===== config.mk =====
export PLATFORM = sky130hd
export DESIGN_NAME = codebook_b11_decoder
export DESIGN_NICKNAME = d
export VERILOG_FILES = /design/src/rtl/codebook_b11_pkg.sv /design/src/rtl/codebook_b11_lut.sv /design/src/rtl/codebook_b11_decoder.sv
export SDC_FILE = /design/constraint.sdc
export NUM_CORES = 1
export LEC_CHECK = 0
export BUFFER_PORTS_ARGS = -buffer_cell sky130_fd_sc_hd__buf_2
export CAP_MARGIN = 15
export CORE_MARGIN = 2
export CORE_UTILIZATION = 35
export DETAILED_ROUTE_END_ITERATION = 16
export PLACE_DENSITY = 0.65
export SLEW_MARGIN = 20
export SYNTH_ARGS = -nofsm -noshare
export SYNTH_HDL_FRONTEND = slang
export SYNTH_SLANG_ARGS = --single-unit
export TNS_END_PERCENT = 20

===== constraint.sdc =====
create_clock -name clk_i -period 6.98 [get_ports clk_i]
set_input_delay 1.396 -clock clk_i [delete_from_list [all_inputs] [get_ports clk_i]]
set_output_delay 1.396 -clock clk_i [all_outputs]
set_load 0.05 [all_outputs]

===== src/rtl/codebook_b11_pkg.sv =====
// Shared constants for the B11 prefix-code decoder: codeword lengths,
// codebook table entries and the decoder FSM state encoding.
package codebook_b11_pkg;

  localparam logic [4:0] LEN_14 = 5'd14;
  localparam logic [4:0] LEN_15 = 5'd15;
  localparam logic [4:0] LEN_19 = 5'd19;
  localparam logic [4:0] LEN_20 = 5'd20;

  localparam logic [3:0] TERM = 4'hF;

  localparam logic [13:0] BASE_14 = 14'h3FF4;
  localparam int          NUM_14  = 7;

  localparam logic [14:0] BASE_15     = 15'h7FF6;
  localparam int          NUM_15      = 9;
  localparam logic [5:0]  CNT_15_BASE = 6'd8;

  localparam logic [18:0] BASE_19 = 19'h7FFF0;
  localparam int          NUM_19  = 6;

  localparam logic [19:0] BASE_20 = 20'hFFFEC;
  localparam int          NUM_20  = 20;

  localparam logic [5:0] CNT_19 [NUM_19] = '{6'd3, 6'd4, 6'd4, 6'd5, 6'd5, 6'd5};
  localparam logic [31:0] DATA_19 [NUM_19] = '{
    32'h0000001F, 32'h0000001F, 32'h0000010F,
    32'h0000001F, 32'h0000010F, 32'h0000100F
  };

  localparam logic [5:0] CNT_20 [NUM_20] = '{
    6'd2, 6'd3, 6'd3, 6'd6, 6'd6, 6'd6, 6'd6, 6'd7, 6'd7, 6'd7,
    6'd7, 6'd7, 6'd8, 6'd8, 6'd8, 6'd13, 6'd14, 6'd14, 6'd15, 6'd15
  };
  localparam logic [31:0] DATA_20 [NUM_20] = '{
    32'h0000002F, 32'h0000002F, 32'h0000020F, 32'h0000001F, 32'h0000010F,
    32'h0000100F, 32'h0001000F, 32'h0000001F, 32'h0000010F, 32'h0000100F,
    32'h0001000F, 32'h0010000F, 32'h0000001F, 32'h0000010F, 32'h0100000F,
    32'h0000002F, 32'h0000002F, 32'h0000020F, 32'h0000002F, 32'h0000200F
  };

  typedef enum logic [1:0] {
    SHIFT = 2'd0,
    HOLD  = 2'd1,
    ERR   = 2'd2
  } state_t;

endpackage


===== src/rtl/codebook_b11_lut.sv =====
// Combinational codebook lookup: classifies a code of a given length as a
// complete codeword (match), an illegal prefix (invalid), or neither.
module codebook_b11_lut
  import codebook_b11_pkg::*;
(
  input  logic [4:0]  length,
  input  logic [19:0] code,
  output logic        match,
  output logic        invalid,
  output logic [5:0]  cnt,
  output logic [31:0] data
);

  logic [2:0] idx19;
  logic [4:0] idx20;

  // Lengths other than 14/15/19/20 are always proper prefixes of a longer code.
  always_comb begin
    match   = 1'b0;
    invalid = 1'b0;
    cnt     = '0;
    data    = '0;
    idx19   = 3'(code[18:0] - BASE_19);
    idx20   = 5'(code - BASE_20);
    case (length)
      LEN_14: begin
        if (code[13:0] < BASE_14) begin
          invalid = 1'b1;
        end else if (code[13:0] < BASE_14 + 14'(NUM_14)) begin
          match = 1'b1;
          cnt   = 6'(code[13:0] - BASE_14) + 6'd1;
          data  = {28'd0, TERM};
        end
      end
      LEN_15: begin
        if (code[14:0] >= BASE_15 && code[14:0] < BASE_15 + 15'(NUM_15)) begin
          match = 1'b1;
          cnt   = CNT_15_BASE + 6'(code[14:0] - BASE_15);
          data  = {28'd0, TERM};
        end
      end
      LEN_19: begin
        if (code[18:0] >= BASE_19 && code[18:0] < BASE_19 + 19'(NUM_19)) begin
          match = 1'b1;
          cnt   = CNT_19[idx19];
          data  = DATA_19[idx19];
        end
      end
      LEN_20: begin
        if (code >= BASE_20) begin
          match = 1'b1;
          cnt   = CNT_20[idx20];
          data  = DATA_20[idx20];
        end else begin
          invalid = 1'b1;
        end
      end
      default: ;
    endcase
  end

endmodule


===== src/rtl/codebook_b11_decoder.sv =====
// Bit-serial B11 codebook decoder: shifts codeword bits in MSB first and
// presents the decoded active prefix through a valid/ready handshake.
module codebook_b11_decoder
  import codebook_b11_pkg::*;
#(
  parameter int CODEBOOK_LENGTH_MAX = 64,
  parameter int CODEWORD_LENGTH_MAX = 20
) (
  input  logic                           clk_i,
  input  logic                           rst_n_i,
  input  logic                           clear_i,
  input  logic                           bit_valid_i,
  input  logic                           bit_data_i,
  output logic                           bit_ready_o,
  output logic                           ap_valid_o,
  input  logic                           ap_ready_i,
  output logic [5:0]                     ap_cnt_o,
  output logic [CODEBOOK_LENGTH_MAX-1:0] ap_data_o,
  output logic                           err_o
);

  state_t state_q, state_d;

  logic [CODEWORD_LENGTH_MAX-1:0] sr_q;
  logic [CODEWORD_LENGTH_MAX-1:0] sr_next;
  logic [4:0]                     len_q;
  logic [4:0]                     len_next;
  logic [5:0]                     cnt_q;
  logic [CODEBOOK_LENGTH_MAX-1:0] data_q;

  logic        accept;
  logic        lut_match;
  logic        lut_invalid;
  logic [5:0]  lut_cnt;
  logic [31:0] lut_data;

  assign bit_ready_o = (state_q == SHIFT);
  assign ap_valid_o  = (state_q == HOLD);
  assign err_o       = (state_q == ERR);
  assign ap_cnt_o    = cnt_q;
  assign ap_data_o   = data_q;

  // The lookup sees the register as it will be once the offered bit lands.
  assign accept   = bit_ready_o & bit_valid_i & ~clear_i;
  assign sr_next  = {sr_q[CODEWORD_LENGTH_MAX-2:0], bit_data_i};
  assign len_next = len_q + 5'd1;

  codebook_b11_lut u_lut (
    .length  (len_next),
    .code    (20'(sr_next)),
    .match   (lut_match),
    .invalid (lut_invalid),
    .cnt     (lut_cnt),
    .data    (lut_data)
  );

  always_ff @(posedge clk_i or negedge rst_n_i) begin
    if (!rst_n_i) begin
      state_q <= SHIFT;
    end else begin
      state_q <= state_d;
    end
  end

  always_comb begin
    state_d = state_q;
    case (state_q)
      SHIFT: begin
        if (accept && lut_match) begin
          state_d = HOLD;
        end else if (accept && lut_invalid) begin
          state_d = ERR;
        end
      end
      HOLD:    if (ap_ready_i) state_d = SHIFT;
      ERR:     state_d = ERR;
      default: state_d = SHIFT;
    endcase
    if (clear_i) begin
      state_d = SHIFT;
    end
  end

  // Shift register is zeroed on every codeword boundary so upper bits stay clean.
  always_ff @(posedge clk_i or negedge rst_n_i) begin
    if (!rst_n_i) begin
      sr_q   <= '0;
      len_q  <= '0;
      cnt_q  <= '0;
      data_q <= '0;
    end else if (clear_i) begin
      sr_q   <= '0;
      len_q  <= '0;
      cnt_q  <= '0;
      data_q <= '0;
    end else if (accept) begin
      if (lut_match) begin
        sr_q   <= '0;
        len_q  <= '0;
        cnt_q  <= lut_cnt;
        data_q <= CODEBOOK_LENGTH_MAX'(lut_data);
      end else if (lut_invalid) begin
        sr_q  <= '0;
        len_q <= '0;
      end else begin
        sr_q  <= sr_next;
        len_q <= len_next;
      end
    end else if (state_q == HOLD && ap_ready_i) begin
      cnt_q  <= '0;
      data_q <= '0;
    end
  end

endmodule


==> results.env, run 1 <==
PEAK_FREQ_MHz=292
DRT_ITER0_DRC=128
NUMBER_OF_ENABLE_FLIP_FLOP_CELLS_AFTER_SYNTHESIS=0
CLOCK_INSERTION_DELAY_WORST_SKEW_NS=0.31
GRT_USAGE_PCT=14.0
SYNTH.FF_LATCH_COUNT=42
ARRIVAL_NS=3.67
CTS.HOLD.BUFFERS_ADDED=0
MUXSHAREOFSYNTHAREA_PCT=0.668
DRC=0
YS_SEQ_AREA_SHARE_PCT=33.0
CTS_SINKS=42
PRE_CTS_SLACK_NS=3.24
FIRST_GLOBAL_VIAS=2232
SYNTH_ADDER_AREA_SHARE_PCT=8.65
ROUTED_VIA_DENSITY=5.18
CELLPOWERDENSITY_mW_PER_MM2=167
SYNTH_WARNINGS=0
SHARE_CLK_OF_TOTAL_POWER_PCT=35.9
SLOWEST_STAGE='nor2_2'
CLKTRANSATPATHREGS_NS=0.08
PERIOD_SHARE_PCT=49.1
DETAIL_ROUTE.WIRELENGTH_UM=6790
WIRE_LENGTH_OF_THE_FIRST_GLOBAL_ROUTING_PASS_UM=11100
NNETSFINAL=375
HOLDPATHEND='ap_data_o[24]'
CHIPWIDTH_UM=99.4
IRDROPWORSTVDD_uV=80.9
DP.FINAL_HPWL_UM=4890
LEADING_CELL_TYPES_IN_THE_LAYOUT_FILL_AND_TAPS_EXCLUDED='conb_1, dfrtp_1, nand2_1, buf_2, ha_1'
CRITICAL_PATH_CLASS='in -> reg'
CTS_MAX_PATH_BUFFERS=2
YS_ASYNC_SR_FRACTION_PCT=100
SYNTH_SIMPLE_GATE_AREA_SHARE_PCT=16.2
RELATIVE_MAX_TRANSITION_MARGIN_PCT=36.1
YOSYS.AREA_SHARE.XOR_XNOR_PCT=1.65
FINAL_LAYOUT_SETUP_TOTAL_NEGATIVE_SLACK_NS=0
COMBINATIONALPOWERSHARE_PCT=18.4
GP_CONGESTION=0.805
REGISTER_TO_REGISTER_SETUP_SLACK_NS=3.70
CRIT_PATH_CELL_TRACE='buf_2 > inv_1 > ha_1 > a211oi_1 > nor3b_1 > o211ai_1 > o2111ai_4 > nor2_2 > a22o_1'
TRITONCTS_CLOCK_TREE='yes'
SWITCHING_POWER_uW=185
NUMBER_OF_ANTENNA_VIOLATIONS_AT_THE_FIRST_CHECK_IN_GLOBAL_ROUTING=0
CRIT_PATH_END_KIND='register'
CRITPATHMAXFANOUT=20
GRT_SETUP_UNREPAIRED='no'
TIMING.FINAL.HOLD_VIOLATIONS=0
PWR-SHARE-SEQ_PCT=45.7
DRIVE_GT1_SHARE_PCT=15.2
FP.DIEH_UM=99.4
RR_ENDPOINT='sr_q[14]'
ANT_NETS=0
GLOBALROUTEOVERFLOWTOTAL=0
WORSTSETUPSTARTPOINTTYPE='input pin'
PORT-BUFFER-COUNT=27
DRT_PASS1_ITERATIONS=4
POSTCTSSETUPREPAIRBUFS=0
DIE-AREA_SQ_MM=0.00987
FINALMAXSLEWVIOLATIONS=0
HOLDCRITPATHCLASS='reg -> reg'
WORST_CLOCK_SKEW_NS=0.00820
ANTENNA-DIODE-COUNT=0
SYNTH_CELL_TYPE_COUNT=63
WORST_PIN_SLEW_NS=0.958
GRT_START_MAX_NET_PINS=43
CTS-ROOT-BUF='clkbuf_8'
PLACEMENTROWS=34
REG2REG_FROM='sr_q[1]'
POWER.STATIC_LEAKAGE_uW=0.00157
SYN-INSTANCE-COUNT=329
FLOW.AREA_GROWTH_FROM_SYNTHESIS_PCT=3.11
ROUTED_WIRE_LENGTH_PER_INSTANCE_UM=14.9
WORSTHOLDPATHCELLS=1
POST_CTS_RESIZED=0
SYN_AREA_PER_CELL_SQ_UM=9.67
CTS-BUFFERS-INSERTED=5
FIN_CRIT_NS=3.43
INITIAL_CORE_UTILIZATION_PCT=36.3
HP-START='ap_data_o[24]'
FINAL_COMMON_CELL='conb_1'
CRITPATHREQUIREDTIME_NS=7.22
STATUS='complete, no violations'
SYNTHESIS.AREA_SQ_MM=0.00318
IO-PIN-COUNT=79
CORE-AREA_SQ_MM=0.00876
R2R_CELLS=6
P_INT_uW=364
MAX_CAP_VIOL_COUNT=0
MOST_INSTANTIATED_FLIP_FLOP_CELL_IN_THE_SYNTHESIS_NETLIST='dfrtp_1'
SYNTH_TOP_FAMILY_BY_AREA='compound AO/OA/AOI/OAI gates'
CPPEAKSTAGEDELAY_NS=0.68
TIMING.FINAL.WS_SETUP_NS=3.55
SWSHARE_PCT=33.7
SETUP_VIOL=0
H_TREE_DEPTH=2
SYNTH-COMPOUND-AREA-SHARE_PCT=22.8
VIAS=2362
per-layer routing:
| layer | GRT usage [%] | wire length, um | share of wire (%) | vias to the layer above |
|---|---|---|---|---|
| li1 | - | - | - | 1131 |
| met1 | 20.4 | 3240 | 48 | 1149 |
| met2 | 20.5 | 3090 | 46 | 76 |
| met3 | 2.53 | 380 | 5.6 | 6 |
| met4 | 5.27 | 76 | 1.1 | 0 |
| met5 | 0 | 0 | 0 | - |
how the worst max path moves through the flow:
stage | from | endpoint | slack (ns) | cells after the start
CTS | bit_data_i | sr_q[14] | 3.54 | 9
finish | bit_data_i | sr_q[14] | 3.55 | 9
global placement | bit_data_i | sr_q[11] | 3.32 | 9
floorplan | bit_data_i | ap_data_o[20] | 4.08 | 9
global route | bit_data_i | sr_q[14] | 3.36 | 9
detailed placement | bit_data_i | sr_q[14] | 3.24 | 9
cell usage after synthesis, types with 4 or more instances:
cell | instances | area [sq um]
nand2b_1 | 4 | 25.0
ha_1 | 22 | 275
a21o_1 | 5 | 37.5
a32o_1 | 4 | 40.0
nand2_1 | 27 | 101
a21oi_1 | 5 | 25.0
clkbuf_1 | 8 | 30.0
xnor2_1 | 5 | 43.8
nor2_1 | 7 | 26.3
inv_1 | 14 | 52.6
o21ai_0 | 13 | 65.1
dfrtp_1 | 42 | 1050
nor2b_1 | 4 | 25.0
nand4_1 | 7 | 43.8
o211ai_1 | 4 | 30.0
nor4_1 | 5 | 31.3
buf_4 | 54 | 405
a22o_1 | 21 | 184
o2bb2ai_1 | 9 | 78.8
layout make-up:
class | instances | area [sq um]
clock buffers | 6 | 72.6
clock inverters | 2 | 37.5
fillers | 889 | 5480
well taps | 108 | 135
multi-input cells | 255 | 1780
repair buffers | 29 | 150
flip-flops and latches | 42 | 1050
inverters | 14 | 52.6
state kept, by name, summed over array words and instances, names as in the netlist:
register	flops
sr_q	19
ap_cnt_o	6
state_q	2
ap_data_o	10
len_q	5
power groups by stage:
stage / combinational (uW) / sequential, uW / clock (uW)
after global routing: 108 / 251 / 212
after floorplan: 110 / 254 / 0
final: 101 / 251 / 197
after global placement: 99.9 / 255 / 0
after detailed placement: 101 / 255 / 0
after CTS: 101 / 251 / 202
kinds of logic after synthesis:
| kind of cell | count (synthesis) |
|---|---|
| compound gates | 89 |
| buf+inv | 82 |
| mux | 2 |
| simple gates | 85 |
| fa+ha+maj | 22 |
| flops | 42 |
| other cells | 1 |
| xor+xnor | 6 |
metrics by stage:
stage               area [sq um]  total power, uW  hold WS [ns]  util, %  instances
global placement            3170              355         0.468     36.2        448
global route                3280              571         0.516     37.5        456
floorplan                   3370              364         0.448        -        379
CTS                         3280              553         0.495     37.5        456
detailed placement          3170              356         0.475     36.2        448
finish                      3280              549         0.486     37.5        456
critical path: cells and delay by family:
| family | cells | cell delay, ns |
|---|---|---|
| AO/OA/AOI/OAI | 4 | 0.92 |
| buffers and inverters | 2 | 0.31 |
| adder cells (fa/ha/maj) | 1 | 0.26 |
| AND/OR/NAND/NOR | 2 | 0.78 |
No activity file was read; power rests on OpenSTA's default activity.
==> run 2, diff against run 1 <==
Clock period 6.98 ns to 3.4 ns, I/O delays scaled along.
==> run 2 against run 1 <==
Sequential cell count unchanged. Wire length down 2.0%. Clock-buffer cell count unchanged. First-iteration DRC count up 43%. Non-clock buffer count up 5. Final cell count up 1.1%. Global-route usage down 0.12 points. Die area unchanged. Critical path type is now reg -> reg. Critical path depth down 1. Clock skew down 0.0030 ns. Sequential power up 100%. Sequential share of layout area down 0.22 points.
==> results.env, run 2 (synthesis results as in run 1) <==
FIN_WORST_HOLD_SLACK_NS=0.493
FIN_CRIT_NS=2.83
SWITCHING_POWER_uW=374
NNETSFINAL=380
DRC=0
GRT_USAGE_PCT=13.9
ANTENNA-DIODE-COUNT=0
DRT_ITER0_DRC=183
WORST_PIN_SLEW_NS=0.917
SETUP_VIOL=0
CRITPATHMAXFANOUT=20
ROUTED_WIRE_LENGTH_PER_INSTANCE_UM=14.4
GRT_BUSIEST_LAYER='met1'
GLOBALROUTEMET1UTIL_PCT=20.8
P_INT_uW=694
GP_CONGESTION=0.857
CRITPATHREQUIREDTIME_NS=3.59
POST_CTS_RESIZED=0
TRITONCTS_CLOCK_TREE='yes'
CELLPOWERDENSITY_mW_PER_MM2=323
DP.FINAL_HPWL_UM=4890
GLOBALROUTEOVERFLOWTOTAL=0
INITIAL_CORE_UTILIZATION_PCT=36.3
VIAS=2380
ANT_NETS=0
GLOBALROUTEMET2UTIL_PCT=20.2
FINALMAXSLEWVIOLATIONS=0
LEADING_CELL_TYPES_IN_THE_LAYOUT_FILL_AND_TAPS_EXCLUDED='conb_1, dfrtp_1, nand2_1, buf_2, ha_1'
CRIT_PATH_END_KIND='register'
ROUTED_VIA_DENSITY=5.16
CORE-AREA_SQ_MM=0.00876
PLACE_INST=453
FP.DIEH_UM=99.4
DIE-AREA_SQ_MM=0.00987
HOLDCRITPATHCLASS='reg -> reg'
DETAIL_ROUTE.WIRELENGTH_UM=6650
DRT_PASS1_ITERATIONS=4
GRT.MET3_USAGE_PCT=2.81
NUMBER_OF_ANTENNA_VIOLATIONS_AT_THE_FIRST_CHECK_IN_GLOBAL_ROUTING=0
PEAK_FREQ_MHz=353
CRITICAL_PATH_CLASS='reg -> reg'
WIRE_LENGTH_OF_THE_FIRST_GLOBAL_ROUTING_PASS_UM=11200
POWER.STATIC_LEAKAGE_uW=0.00159
GRT_SETUP_UNREPAIRED='no'
RELATIVE_MAX_TRANSITION_MARGIN_PCT=38.9
WORST_CLOCK_SKEW_NS=0.00524
GRT_START_MAX_NET_PINS=43
LARGEST_REGISTER_FF_COUNT=19
SHARE_CLK_OF_TOTAL_POWER_PCT=32.2
PWR-SHARE-SEQ_PCT=48.1
REGISTER_TO_REGISTER_SETUP_SLACK_NS=0.57
H_TREE_DEPTH=2
FINAL_COMMON_CELL='conb_1'
DRIVE_GT1_SHARE_PCT=16.7
STATUS='complete, no violations'
ARRIVAL_NS=3.03
SWSHARE_PCT=35.0
INSTANCES_NO_FILL=461
FIN_AREA_SQ_MM=0.00330
IRDROPWORSTVDD_uV=122
CLKTRANSATPATHREGS_NS=0.08
PERIOD_SHARE_PCT=83.4
FINAL_LAYOUT_SETUP_TOTAL_NEGATIVE_SLACK_NS=0
COMBINATIONALPOWERSHARE_PCT=19.7
POSTCTSSETUPREPAIRBUFS=0
CTS.HOLD.BUFFERS_ADDED=0
TIMING.FINAL.HOLD_VIOLATIONS=0
PLACEMENTROWS=34
MAX_CAP_VIOL_COUNT=0
PORT-BUFFER-COUNT=27
CTS_SINKS=42
WORSTSETUPSTARTPOINTTYPE='register'
CTS-BUFFERS-INSERTED=5
CTS_MAX_PATH_BUFFERS=2
CTS-ROOT-BUF='clkbuf_8'
CLOCK_INSERTION_DELAY_WORST_SKEW_NS=0.30
PLACED_AREA_SQ_MM=0.00321
FLOW.AREA_GROWTH_FROM_SYNTHESIS_PCT=3.81
FIRST_GLOBAL_VIAS=2192
CHIPWIDTH_UM=99.4
IO-PIN-COUNT=79
MAX_FLOP_REGISTER='sr_q'
==> run 2: power by group through the flow <==
stage               Clock, uW  Sequential [uW]  Combinational [uW]
floorplan                   0              522                 225
global placement            0              523                 208
detailed placement          0              523                 210
CTS                       349              513                 210
global route              373              515                 226
finish                    344              513                 211
==> run 2: area by class of cell <==
type                    count  area, sq um
well taps                 108          135
repair buffers             34          188
inverters                  14         52.6
fillers                   867         5460
multi-input cells         255         1780
clock inverters             2         12.5
clock buffers               6         82.6
flip-flops and latches     42         1050
==> run 2: per-layer routing <==
layer / vias up / share of wire, %
li1: 1145 / -
met1: 1150 / 48
met2: 79 / 45
met3: 6 / 5.1
met4: 0 / 1.1
met5: - / 0
==> run 2: path summary, 6_finish.rpt <==
| kind | startpoint | to | cells past startpoint |
|---|---|---|---|
| setup / recovery | len_q[0] | sr_q[9] | 8 |
| hold / removal | ap_data_o[24] | ap_data_o[24] | 1 |
| setup reg to reg | len_q[0] | sr_q[9] | 8 |
| hold reg to reg | ap_data_o[24] | ap_data_o[24] | 1 |
| max in group asynchronous | rst_n_i | sr_q[18] | 1 |
| min in group asynchronous | rst_n_i | ap_cnt_o[2] | 1 |
==> run 2: worst max-delay path, stage by stage, from the launching register on <==
cell      delay, ns
dfrtp_1        0.53
ha_1           0.37
nand2b_1       0.14
nor3b_1        0.57
o21ai_0        0.28
o221ai_2       0.36
nor2_2         0.05
buf_4          0.21
a22o_1         0.20
==> run 2: through the flow <==
| stage | worst slack (ns) | util [%] | power (uW) |
|---|---|---|---|
| finish | 0.566 | 37.7 | 1070 |
| global route | 0.375 | 37.7 | 1110 |
| CTS | 0.640 | 37.7 | 1070 |
| detailed placement | 0.646 | 36.6 | 733 |
| global placement | 0.701 | 36.6 | 731 |
| floorplan | 0.722 | - | 747 |
==> run 3, diff against run 2 <==
Settings changed: PLACE_DENSITY 0.65 to 0.67.
Clock period 3.4 ns to 2.3 ns, I/O delays scaled along.
==> run 3 against run 2 <==
The run now ends with setup timing left. Worst hold slack worse by 0.39 ns. Via count up 7.4%. First-iteration DRC count down 10%.
==> results.env, run 3 (synthesis results as in run 1) <==
PLACE_INST=506
REG2REG_FROM='len_q[0]'
LARGEST_REGISTER_FF_COUNT=19
GLOBALROUTEOVERFLOWTOTAL=0
CRITPATHMAXFANOUT=8
FIN_AREA_SQ_MM=0.00392
VIAS=2555
COMBINATIONALPOWERSHARE_PCT=19.7
R2R_CELLS=8
CTS-BUFFERS-INSERTED=5
PLACED_AREA_SQ_MM=0.00366
CTS.HOLD.BUFFERS_ADDED=0
ROUTED_VIA_DENSITY=4.97
HIGHEST_LAYER='met4'
CRITPATHREQUIREDTIME_NS=2.49
PEAK_FREQ_MHz=417
CTS_SINKS=42
GRT_START_MAX_NET_PINS=25
POWER.STATIC_LEAKAGE_uW=0.00194
TIMING.FINAL.WS_SETUP_NS=-0.101
FINALMAXSLEWVIOLATIONS=0
MET2_ROUTED_WIRELENGTH_UM=3460
DETAILROUTE.WIRELENGTH.MET3_UM=241
CTS_MAX_PATH_BUFFERS=2
DRT_PASS1_ITERATIONS=4
SWSHARE_PCT=31.3
SHARE_CLK_OF_TOTAL_POWER_PCT=38.9
DRT_ITER0_DRC=164
PWR-SHARE-SEQ_PCT=41.4
P_INT_uW=1250
GRT_USAGE_PCT=15.1
SWITCHING_POWER_uW=568
HOLDCRITPATHCLASS='in -> async'
CTS-ROOT-BUF='clkbuf_8'
CLKTRANSATPATHREGS_NS=0.08
PERIOD_SHARE_PCT=104
CRIT_PATH_END_KIND='register'
PLACEMENTROWS=34
ROUTED_WIRE_LENGTH_PER_INSTANCE_UM=14.1
CORE-AREA_SQ_MM=0.00876
DIE-AREA_SQ_MM=0.00987
ANTENNA-DIODE-COUNT=0
WORST_CLOCK_SKEW_NS=0.00591
ANT_NETS=0
FINAL_COMMON_CELL='buf_4'
RELATIVE_MAX_TRANSITION_MARGIN_PCT=66.5
GRT_SETUP_UNREPAIRED='yes'
CELLPOWERDENSITY_mW_PER_MM2=463
CLOCK_INSERTION_DELAY_WORST_SKEW_NS=0.30
RR_ENDPOINT='ap_data_o[12]'
GP_CONGESTION=0.956
CRITICAL_PATH_CLASS='reg -> reg'
REGISTER_AREA_SQ_MM=0.00105
MULTI_INPUT_COMB_AREA_SQ_MM=0.00193
IO-PIN-COUNT=79
SETUP_VIOL=12
REGISTER_TO_REGISTER_SETUP_SLACK_NS=-0.10
NNETSFINAL=433
DETAIL_ROUTE.WIRELENGTH_UM=7230
DRIVE_GT1_SHARE_PCT=31.3
INSTANCES_NO_FILL=514
ARRIVAL_NS=2.59
WIRE_LENGTH_OF_THE_FIRST_GLOBAL_ROUTING_PASS_UM=12100
STATUS='finished, violations left'
WORSTSETUPSTARTPOINTTYPE='register'
H_TREE_DEPTH=2
MAX_FLOP_REGISTER='sr_q'
CHIPWIDTH_UM=99.4
FIRST_GLOBAL_VIAS=2514
INITIAL_CORE_UTILIZATION_PCT=36.3
TRITONCTS_CLOCK_TREE='yes'
FIN_CRIT_NS=2.40
NUMBER_OF_ANTENNA_VIOLATIONS_AT_THE_FIRST_CHECK_IN_GLOBAL_ROUTING=0
FIN_WORST_HOLD_SLACK_NS=0.105
FAILED_CHECKS='setup timing'
IRDROPWORSTVDD_uV=342
WL_MET1_UM=3350
POSTCTSSETUPREPAIRBUFS=0
MAX_CAP_VIOL_COUNT=0
PORT-BUFFER-COUNT=27
DRC=0
FLOW.AREA_GROWTH_FROM_SYNTHESIS_PCT=23.2
LEADING_CELL_TYPES_IN_THE_LAYOUT_FILL_AND_TAPS_EXCLUDED='buf_4, conb_1, dfrtp_1'
WORST_PIN_SLEW_NS=0.500
TIMING.FINAL.HOLD_VIOLATIONS=0
FP.DIEH_UM=99.4
FILLER_CELLS_INSERTED=818
DP.FINAL_HPWL_UM=5570
==> run 3: layout make-up <==
cell class | instances | area share, %
timing repair buffer | 87 | 15.7
clock buffer | 5 | 1.76
clock inverter | 3 | 1.76
sequential | 42 | 26.9
tap | 108 | 3.45
inverter | 14 | 1.34
multi-input combinational | 255 | 49.2
==> run 3: critical path: stages, from the launching register on <==
cell,delay [ns]
dfrtp_2,0.46
ha_4,0.17
nand2b_4,0.13
o32a_1,0.30
or4b_4,0.52
o2111ai_4,0.13
buf_12,0.16
o21ai_4,0.10
a211o_1,0.31
==> run 3: worst max-delay path by stage <==
stage          startpoint             to  slack, ns  cells after the start
2_1_floorplan    len_q[0]  ap_data_o[20]      -0.09                      9
3_3_place_gp     len_q[0]        sr_q[5]      -0.16                      8
3_5_place_dp     len_q[0]        sr_q[2]      -0.21                      8
4_1_cts          len_q[0]  ap_data_o[12]       -0.1                      8
5_1_grt          len_q[0]  ap_data_o[12]      -0.16                      8
6_report         len_q[0]  ap_data_o[12]      -0.10                      8
==> run 3: timing repair <==
action,4_1_cts,5_1_grt
pin swaps,1,19
endpoints found under the setup margin,31,40
resized for setup,7,13
==> run 3: metal layers <==
metal / track usage [%] / vias up
li1: - / 1261
met1: 20.1 / 1211
met2: 23.9 / 68
met3: 2.60 / 15
met4: 6.85 / 0
met5: 0 / -
==> run 3: per-stage QoR <==
| step | power [uW] | setup slack [ns] | utilization (%) | setup TNS [ns] |
|---|---|---|---|---|
| final | 1820 | -0.101 | 44.7 | -0.496 |
| after detailed placement | 1120 | -0.214 | 41.8 | -4.85 |
| after floorplan | 1110 | -0.0945 | - | -1.99 |
| after global routing | 1900 | -0.163 | 44.7 | -2.23 |
| after CTS | 1820 | -0.0981 | 43.8 | -0.454 |
| after global placement | 1110 | -0.157 | 41.8 | -3.79 |
==> run 3: power groups by stage <==
stage | Combinational, uW | Sequential, uW | Clock [uW]
2_1_floorplan | 335 | 772 | 0
3_5_place_dp | 352 | 765 | 0
6_report | 358 | 752 | 706
4_1_cts | 356 | 751 | 718
3_3_place_gp | 349 | 766 | 0
5_1_grt | 385 | 753 | 766
